**config.mk**
```make
export PLATFORM = sky130hd
export DESIGN_NAME = mem_port_arbiter
export DESIGN_NICKNAME = d
export VERILOG_FILES = /design/src/rtl/mem_arb_pkg.sv /design/src/rtl/mem_port_arbiter_rr_arbiter.sv /design/src/rtl/mem_port_arbiter.sv
export SDC_FILE = /design/constraint.sdc
export NUM_CORES = 1
export LEC_CHECK = 0
export ABC_AREA = 1
export CAP_MARGIN = 10
export CORE_UTILIZATION = 41
export DETAILED_ROUTE_END_ITERATION = 6
export PLACE_DENSITY = 0.9
export REMOVE_ABC_BUFFERS = 1
export SLEW_MARGIN = 20
export SYNTH_ARGS = -nofsm -noshare
export SYNTH_HDL_FRONTEND = slang
export SYNTH_SLANG_ARGS = --single-unit
```
**constraint.sdc**
```tcl
create_clock -name clk -period 1.9 [get_ports clk]
set_clock_uncertainty 0.05 [all_clocks]
set_input_delay 0.38 -clock clk [delete_from_list [all_inputs] [get_ports clk]]
set_output_delay 0.38 -clock clk [all_outputs]
set_load 0.1 [all_outputs]
```
**src/rtl/mem_arb_pkg.sv**
```systemverilog
// Shared types and default widths for the memory port arbiter.
//   arb_state_e : arbiter FSM states (IDLE / BUSY / RESP)
//   MEM_AW      : default memory address width
//   MEM_DW      : default memory data width
package mem_arb_pkg;

    localparam int MEM_AW = 14;
    localparam int MEM_DW = 16;

    typedef enum logic [1:0] {
        IDLE = 2'd0,
        BUSY = 2'd1,
        RESP = 2'd2
    } arb_state_e;

endpackage

```
**src/rtl/mem_port_arbiter_rr_arbiter.sv**
```systemverilog
// Combinational round-robin picker.
//   req      : request vector, one bit per channel
//   ptr      : channel with highest priority this round
//   grant    : one-hot grant (all zero when nothing requests)
//   grant_id : binary index of the granted channel (0 when no grant)
module rr_arbiter #(
    parameter int N  = 2,
    parameter int PW = (N > 1) ? $clog2(N) : 1
) (
    input  logic [N-1:0]  req,
    input  logic [PW-1:0] ptr,
    output logic [N-1:0]  grant,
    output logic [PW-1:0] grant_id
);

    localparam int unsigned NU = N;

    logic          found;
    logic [PW-1:0] idx;

    // Walk the channels starting at ptr, wrapping modulo N; first hit wins.
    always_comb begin
        grant    = '0;
        grant_id = '0;
        found    = 1'b0;
        idx      = '0;
        for (int unsigned i = 0; i < NU; i++) begin
            idx = PW'((32'(ptr) + i) % NU);
            if (!found && req[idx]) begin
                grant[idx] = 1'b1;
                grant_id   = idx;
                found      = 1'b1;
            end
        end
    end

endmodule

```
**src/rtl/mem_port_arbiter.sv**
```systemverilog
// Round-robin arbiter placing N_CH requesters onto a single
// cs/read_req/write_req memory bus, one transaction outstanding.
//   clk, reset_n             : clock, synchronous active-low reset
//   req_valid/we/addr/wdata  : per-channel request (held until req_ready)
//   req_ready                : one-hot acceptance, IDLE only
//   rsp_valid/rdata/err      : one-cycle one-hot response, err = timeout
//   cs/read_req/write_req    : memory strobes, high for the whole BUSY state
//   addrout/datatomem        : latched address / write data
//   datafrommem, mem_resp    : memory read data and completion
//   stray_resp               : sticky flag, mem_resp seen outside BUSY
module mem_port_arbiter
    import mem_arb_pkg::*;
#(
    parameter int N_CH    = 2,
    parameter int AW      = MEM_AW,
    parameter int DW      = MEM_DW,
    parameter int TIMEOUT = 64
) (
    input  logic              clk,
    input  logic              reset_n,
    input  logic [N_CH-1:0]   req_valid,
    input  logic [N_CH-1:0]   req_we,
    input  logic [N_CH*AW-1:0] req_addr,
    input  logic [N_CH*DW-1:0] req_wdata,
    output logic [N_CH-1:0]   req_ready,
    output logic [N_CH-1:0]   rsp_valid,
    output logic [DW-1:0]     rsp_rdata,
    output logic              rsp_err,
    output logic              cs,
    output logic              read_req,
    output logic              write_req,
    output logic [AW-1:0]     addrout,
    output logic [DW-1:0]     datatomem,
    input  logic [DW-1:0]     datafrommem,
    input  logic              mem_resp,
    output logic              stray_resp
);

    localparam int PW       = (N_CH > 1) ? $clog2(N_CH) : 1;
    localparam int CW_RAW   = $clog2(TIMEOUT + 1);
    localparam int CW       = (CW_RAW < 1) ? 1 : CW_RAW;
    localparam logic [CW-1:0] CNT_LAST = CW'((TIMEOUT > 0) ? TIMEOUT - 1 : 0);
    localparam logic [PW-1:0] LAST_CH  = PW'(N_CH - 1);

    arb_state_e    state;
    logic [PW-1:0] rr_ptr;
    logic [PW-1:0] ch_id;
    logic          lat_we;
    logic [CW-1:0] cnt;

    logic [N_CH-1:0] grant;
    logic [PW-1:0]   grant_id;
    logic [AW-1:0]   sel_addr;
    logic [DW-1:0]   sel_wdata;
    logic            timed_out;
    logic            busy_done;

    rr_arbiter #(
        .N  (N_CH),
        .PW (PW)
    ) u_rr (
        .req      (req_valid),
        .ptr      (rr_ptr),
        .grant    (grant),
        .grant_id (grant_id)
    );

    assign req_ready = (state == IDLE) ? grant : '0;
    assign sel_addr  = req_addr[grant_id*AW +: AW];
    assign sel_wdata = req_wdata[grant_id*DW +: DW];

    // mem_resp takes precedence over a timeout landing on the same cycle.
    assign timed_out = (TIMEOUT != 0) && (cnt == CNT_LAST);
    assign busy_done = mem_resp || timed_out;

    always_ff @(posedge clk) begin
        if (!reset_n) begin
            state      <= IDLE;
            rr_ptr     <= '0;
            ch_id      <= '0;
            lat_we     <= 1'b0;
            cnt        <= '0;
            rsp_valid  <= '0;
            rsp_rdata  <= '0;
            rsp_err    <= 1'b0;
            cs         <= 1'b0;
            read_req   <= 1'b0;
            write_req  <= 1'b0;
            addrout    <= '0;
            datatomem  <= '0;
            stray_resp <= 1'b0;
        end else begin
            if (mem_resp && (state != BUSY)) begin
                stray_resp <= 1'b1;
            end

            case (state)
                IDLE: begin
                    if (|grant) begin
                        ch_id     <= grant_id;
                        lat_we    <= req_we[grant_id];
                        addrout   <= sel_addr;
                        datatomem <= sel_wdata;
                        cs        <= 1'b1;
                        read_req  <= !req_we[grant_id];
                        write_req <= req_we[grant_id];
                        cnt       <= '0;
                        state     <= BUSY;
                    end
                end

                BUSY: begin
                    if (busy_done) begin
                        rsp_rdata <= (mem_resp && !lat_we) ? datafrommem : '0;
                        rsp_err   <= !mem_resp;
                        rsp_valid <= N_CH'(1) << ch_id;
                        cs        <= 1'b0;
                        read_req  <= 1'b0;
                        write_req <= 1'b0;
                        state     <= RESP;
                    end else begin
                        cnt <= cnt + 1'b1;
                    end
                end

                RESP: begin
                    rsp_valid <= '0;
                    rr_ptr    <= (ch_id == LAST_CH) ? '0 : ch_id + 1'b1;
                    state     <= IDLE;
                end

                default: state <= IDLE;
            endcase
        end
    end

endmodule

```
# Yosys cells after proc, flatten, opt, wreduce, memory -nomap -nowiden
# Cells that the tools add are included.
# word_totals
ff_bits	65
in_bits	83
word_cells	87
# classes
n_addsub	3
multipliers	1
magnitude_cmp	5
eq_ne	7
n_shift	3
n_mux	33
bitwise_logic	1
n_reduce_logical	20
# op_table
operator	count
variable part select 32 x 6 -> 16 bit	1
variable part select 28 x 6 -> 14 bit	1
two-way mux 1 bit	16
two-way mux 16 bit	1
two-way mux 7 bit	2
one-hot mux 7 bit (2 select lines)	1
two-way mux 2 bit	6
one-hot mux 2 bit (2 select lines)	2
AND reduction 2 bit	4
adder 7 x 1 -> 7 bit, second input constant	1
equality test 7 x 6 -> 1 bit, second input constant	1
less-than comparator 1 x 2 -> 1 bit, second input constant	3
one-hot mux 1 bit (2 select lines)	3
AND reduction 3 bit	2
logical AND 1 bit	5
logical NOT 1 bit	4
multiplier 1 x 3 -> 4 bit, second input constant	1
!= test 2 x 1 -> 1 bit, second input constant	2
!= test 2 bit, second input constant	2
nonzero test 2 bit	2
adder 1 bit, second input constant	2
demux 1 bit (select 1 bit)	2
equality test 2 x 1 -> 1 bit, second input constant	1
equality test 2 bit, second input constant	1
other kinds (6)	7

# Depth between registers and ports, before layout
# logic_depth
ltp_word	11
ltp_mapped	10
mapped_depth_nobuf	9

# By module
# From an unflattened synthesis, not the netlist that was laid out.
# hier_totals
cells_unflattened	336
area_unflattened_um2	2788.9
# by_module_without_submodules
mod	n_inst	cells_per_inst	area_each_um2	seq_area_each_um2
mem_port_arbiter	1	331	2760.1	1301.2
rr_arbiter	1	5	28.8	0.0

# Least setup slack after synthesis
# Ideal clock, no wire load.
# synth_path
path_type	input port to output port
startpoint	input port req_valid[1]
endpoint	output port req_ready[0]
t_arrival_ps	3005
required_time_ps	1470
setup_slack_ps	-1535
stages	3
cell_sequence	buf_2 -> clkbuf_1 -> a211oi_1
# synth_between
elab_chain_len	7
word_cells_on_any_way	11
classes_between	mux (8); bitwise (1); reduce/logical (2)
# synth_lines
item	line	text
start, declared	mem_port_arbiter.sv:21	input logic [N_CH-1:0] req_valid,
two-way mux 1 bit (not written as such) (2 in series)	mem_port_arbiter_rr_arbiter.sv:29	if (!found && req[idx]) begin
two-way mux 1 bit	mem_port_arbiter_rr_arbiter.sv:29	
logical NOT 1 bit	mem_port_arbiter_rr_arbiter.sv:29	
logical AND 1 bit	mem_port_arbiter_rr_arbiter.sv:29	
two-way mux 2 bit *	mem_port_arbiter_rr_arbiter.sv:29	
two-way mux 2 bit *	mem_port_arbiter.sv:68	assign req_ready = (state == IDLE) ? grant : '0;
end, declared	mem_port_arbiter.sv:25	output logic [N_CH-1:0] req_ready,
# Mark *: on every way between the ends. The rest lies on a longest branch, timed or not. The select of a mux whose other input is x is not followed.

# Worst setup path after layout
# layout_path
startpoint	register state[0]
endpoint	output port req_ready[0]
# layout_between
elab_chain_len	2
# layout_lines
item	line	text
start, declared	mem_port_arbiter.sv:45	arb_state_e state;
start signal, assigned	mem_port_arbiter.sv:78	state <= IDLE;
start signal, assigned	mem_port_arbiter.sv:108	state <= BUSY;
start signal, assigned	mem_port_arbiter.sv:120	state <= RESP;
logical NOT 2 bit	mem_port_arbiter.sv:68	
two-way mux 2 bit	mem_port_arbiter.sv:68	
# Every way passes these cells.

==> flow_summary.yaml <==
status:
  outcome: "finished, final reports clean"
logic_synthesis:
  yosysTopAreaCell: "dfxtp_1"
  syn_inst: 434
  synthDistinctLibCells: 20
  synth-seq-area-share: 0.442
  synth_area_leaders: "dfxtp_1 (44%), nand2_1 (13%), nand3_1 (12%), nor2_1 (11%), o21ai_0 (6.3%)"
  ys_seq_elements: 65
  netlist_area_um2: 2950
  yosysWarnings: 0
  avgSynthCellArea_um2: 6.79
  synth_top_area_share: 0.442
clock_tree:
  clkTransAtPathRegs_ns: 0.07
  clock_sinks: 65
  insertion_delay_ns: 0.34
  cts_buffer_depth: 2
  cts_root_buf: "clkbuf_8"
  holdBufCountCts: 0
  cts_tree: "built"
  cts_buffers: 9
  cts-htree-levels: 3
placement:
  gp_congestion: 0.786
  hpwlAfterDp_mm: 6.78
  place_ws_ns: -0.104
  dp_cells: 654
  io_buffer_count: 137
finish:
  seqCellArea_um2: 1300
  layout-drive-gt1-share: 0.173
  n_antenna_cell: 0
  multi_input_area_um2: 1470
  final_nets: 656
  syn_to_final_growth_pct: 78.1
  instances_no_fill: 673
  fillers: 471
setup_path:
  end_kind: "output pin"
  crit_fanout: 4
  cp-start-kind: "flip-flop"
  cpMaxStageDelayCell: "dfxtp_1"
  critPathMaxStageDelay_ns: 0.35
  path_cells: "nor2_2 > inv_1 > a211oi_2 > buf_4 > buf_12"
  cp.arrival_ns: 1.37
  worst_ep_required_time_ns: 1.47
  crit_type: "flip-flop to output pin"
sta:
  setup_ws_ns: 0.0967
  setup_viol: 0
  worst_pin_slew_ns: 0.501
  hold_viol_final: 0
  fin_crit_ns: 1.80
  tns_ns: 0
  final.period_utilization: 0.949
  maxSlewHeadroom: 0.666
  timing.fmax_ghz: 0.555
  rsz0062_at_grt: "no"
  slew_violations: 0
global_route:
  antenna_found_initial: 0
  use_met2: 0.485
  grt_max_degree: 56
  grtUsageTotal: 0.262
  grt_pass1_vias: 3432
  grt_pass1_wl_mm: 15.3
  grt.busiest_layer: "met2"
  met3_usage: 0.0667
  grt_use_met1: 0.274
  grt_overflow: 0
floorplan:
  die_area_um2: 7530
  die_h_um: 86.8
  initial_core_util: 0.429
  rows: 30
  io_pins: 138
  die_w_um: 86.8
  core_um2: 6870
hold_path:
  hp-class: "flip-flop to flip-flop"
power:
  power.leakage_nw: 2.36
  max-vdd-ir-drop_mv: 0.519
  power_density_nw_per_um2: 914
  p_total_w: 0.00480
routing:
  first_iter_violations: 205
  first_pass_iters: 5
  drc: 0
  vias_per_cell: 5.07
  routed-via-count: 3409
  routed_wl_mm: 9.48
  wire_per_inst_um: 14.1
  antenna_left: 0
flow_run:
  timing.max_cap.violations: 0
[routing by layer]
layer  vias up  wire (um)
li1       1677          -
met1      1584       3580
met2       122       5040
met3        26        572
met4         0        289
met5         -          0
[stage by stage]
| stage | area, um^2 | hold WS, ns | utilization |
|---|---|---|---|
| finish | 5250 | 0.440 | 0.764 |
| global route | 5250 | 0.450 | 0.764 |
| CTS | 5220 | 0.428 | 0.759 |
| detailed placement | 4970 | 0.406 | 0.724 |
| global placement | 4970 | 0.406 | 0.724 |
| floorplan | 2820 | 0.368 | - |
[report_power, final]
| group | leakage (nW) | total, W | internal (W) | switching [W] |
|---|---|---|---|---|
| Combinational | 1.71 | 0.00186 | 0.000700 | 0.00116 |
| Sequential | 0.535 | 0.00161 | 0.00148 | 0.000127 |
| Clock | 0.111 | 0.00132 | 0.000813 | 0.000510 |
[cells in the mapped netlist, drive strengths merged]
cell type,number
nand4,3
nand3,71
dfxtp,65
a211oi,1
a21oi,13
o21ai,37
ha,1
inv,18
buf,10
clkinv,1
nand2,108
nor2,87
nand3b,2
clkbuf,17
[worst paths after layout]
check             slack [ns]  depth (start not counted)                   from                        end
setup / recovery         0.1                          5  state[0]$_SDFFE_PN0P_               req_ready[0]
hold / removal          0.44                          1     ch_id$_SDFFE_PN0P_        rr_ptr$_SDFFE_PN0P_
setup reg to reg        0.16                          9    cnt[1]$_SDFFE_PN0P_  rsp_rdata[5]$_SDFFE_PN0P_
hold reg to reg         0.44                          1     ch_id$_SDFFE_PN0P_        rr_ptr$_SDFFE_PN0P_
[cell usage in the layout, fill, tap and decap left out, drive strengths merged, types with 2 or more instances in the layout]
master,n
inv,18
buf,72
clkbuf,14
a21oi,13
bufinv,2
dfxtp,65
nand3b,2
nand4,3
nand2,108
nand3,71
nor2,88
dlymetal6s2s,2
clkdlybuf4s50,79
o21ai,37
[worst max-delay path: cells and delay by family, from the launching register on]
family,cells,cell delay [ns]
buf+inv,3,0.40
simple gates,1,0.15
compound gates,1,0.14
flops,1,0.35
[cell families (layout without fill, tap and decap cells)]
family	count (synthesis)	in the layout	synth area share
buffers and inverters	46	188	0.0671
AO/OA/AOI/OAI	51	51	0.0875
adder cells (fa/ha/maj)	1	1	0.00425
AND/OR/NAND/NOR	271	272	0.400
flip-flops	65	65	0.442
[timing repair]
action	in CTS	in global routing
endpoints found under the setup margin	2	13
setup buffers	1	1
gates cloned	0	1
pin swaps	0	1
endpoints found under the hold margin	0	0
resized for setup	3	5
[flip-flops by register name, indices dropped and copies added, names as in the netlist]
name        count
datatomem      16
read_req        1
stray_resp      1
lat_we          1
rsp_rdata      16
rsp_valid       2
ch_id           1
addrout        14
rr_ptr          1
cs              1
write_req       1
rsp_err         1
cnt             7
state           2
[cell type report]
| class | instances | area share |
|---|---|---|
| Clock buffer | 14 | 0.0310 |
| Clock inverter | 2 | 0.0114 |
| Inverter | 19 | 0.0136 |
| Multi-Input combinational cell | 324 | 0.281 |
| Sequential cell | 65 | 0.248 |
| Tap cell | 96 | 0.0229 |
| Timing Repair Buffer | 153 | 0.392 |
No activity file was read; power rests on OpenSTA's default activity.
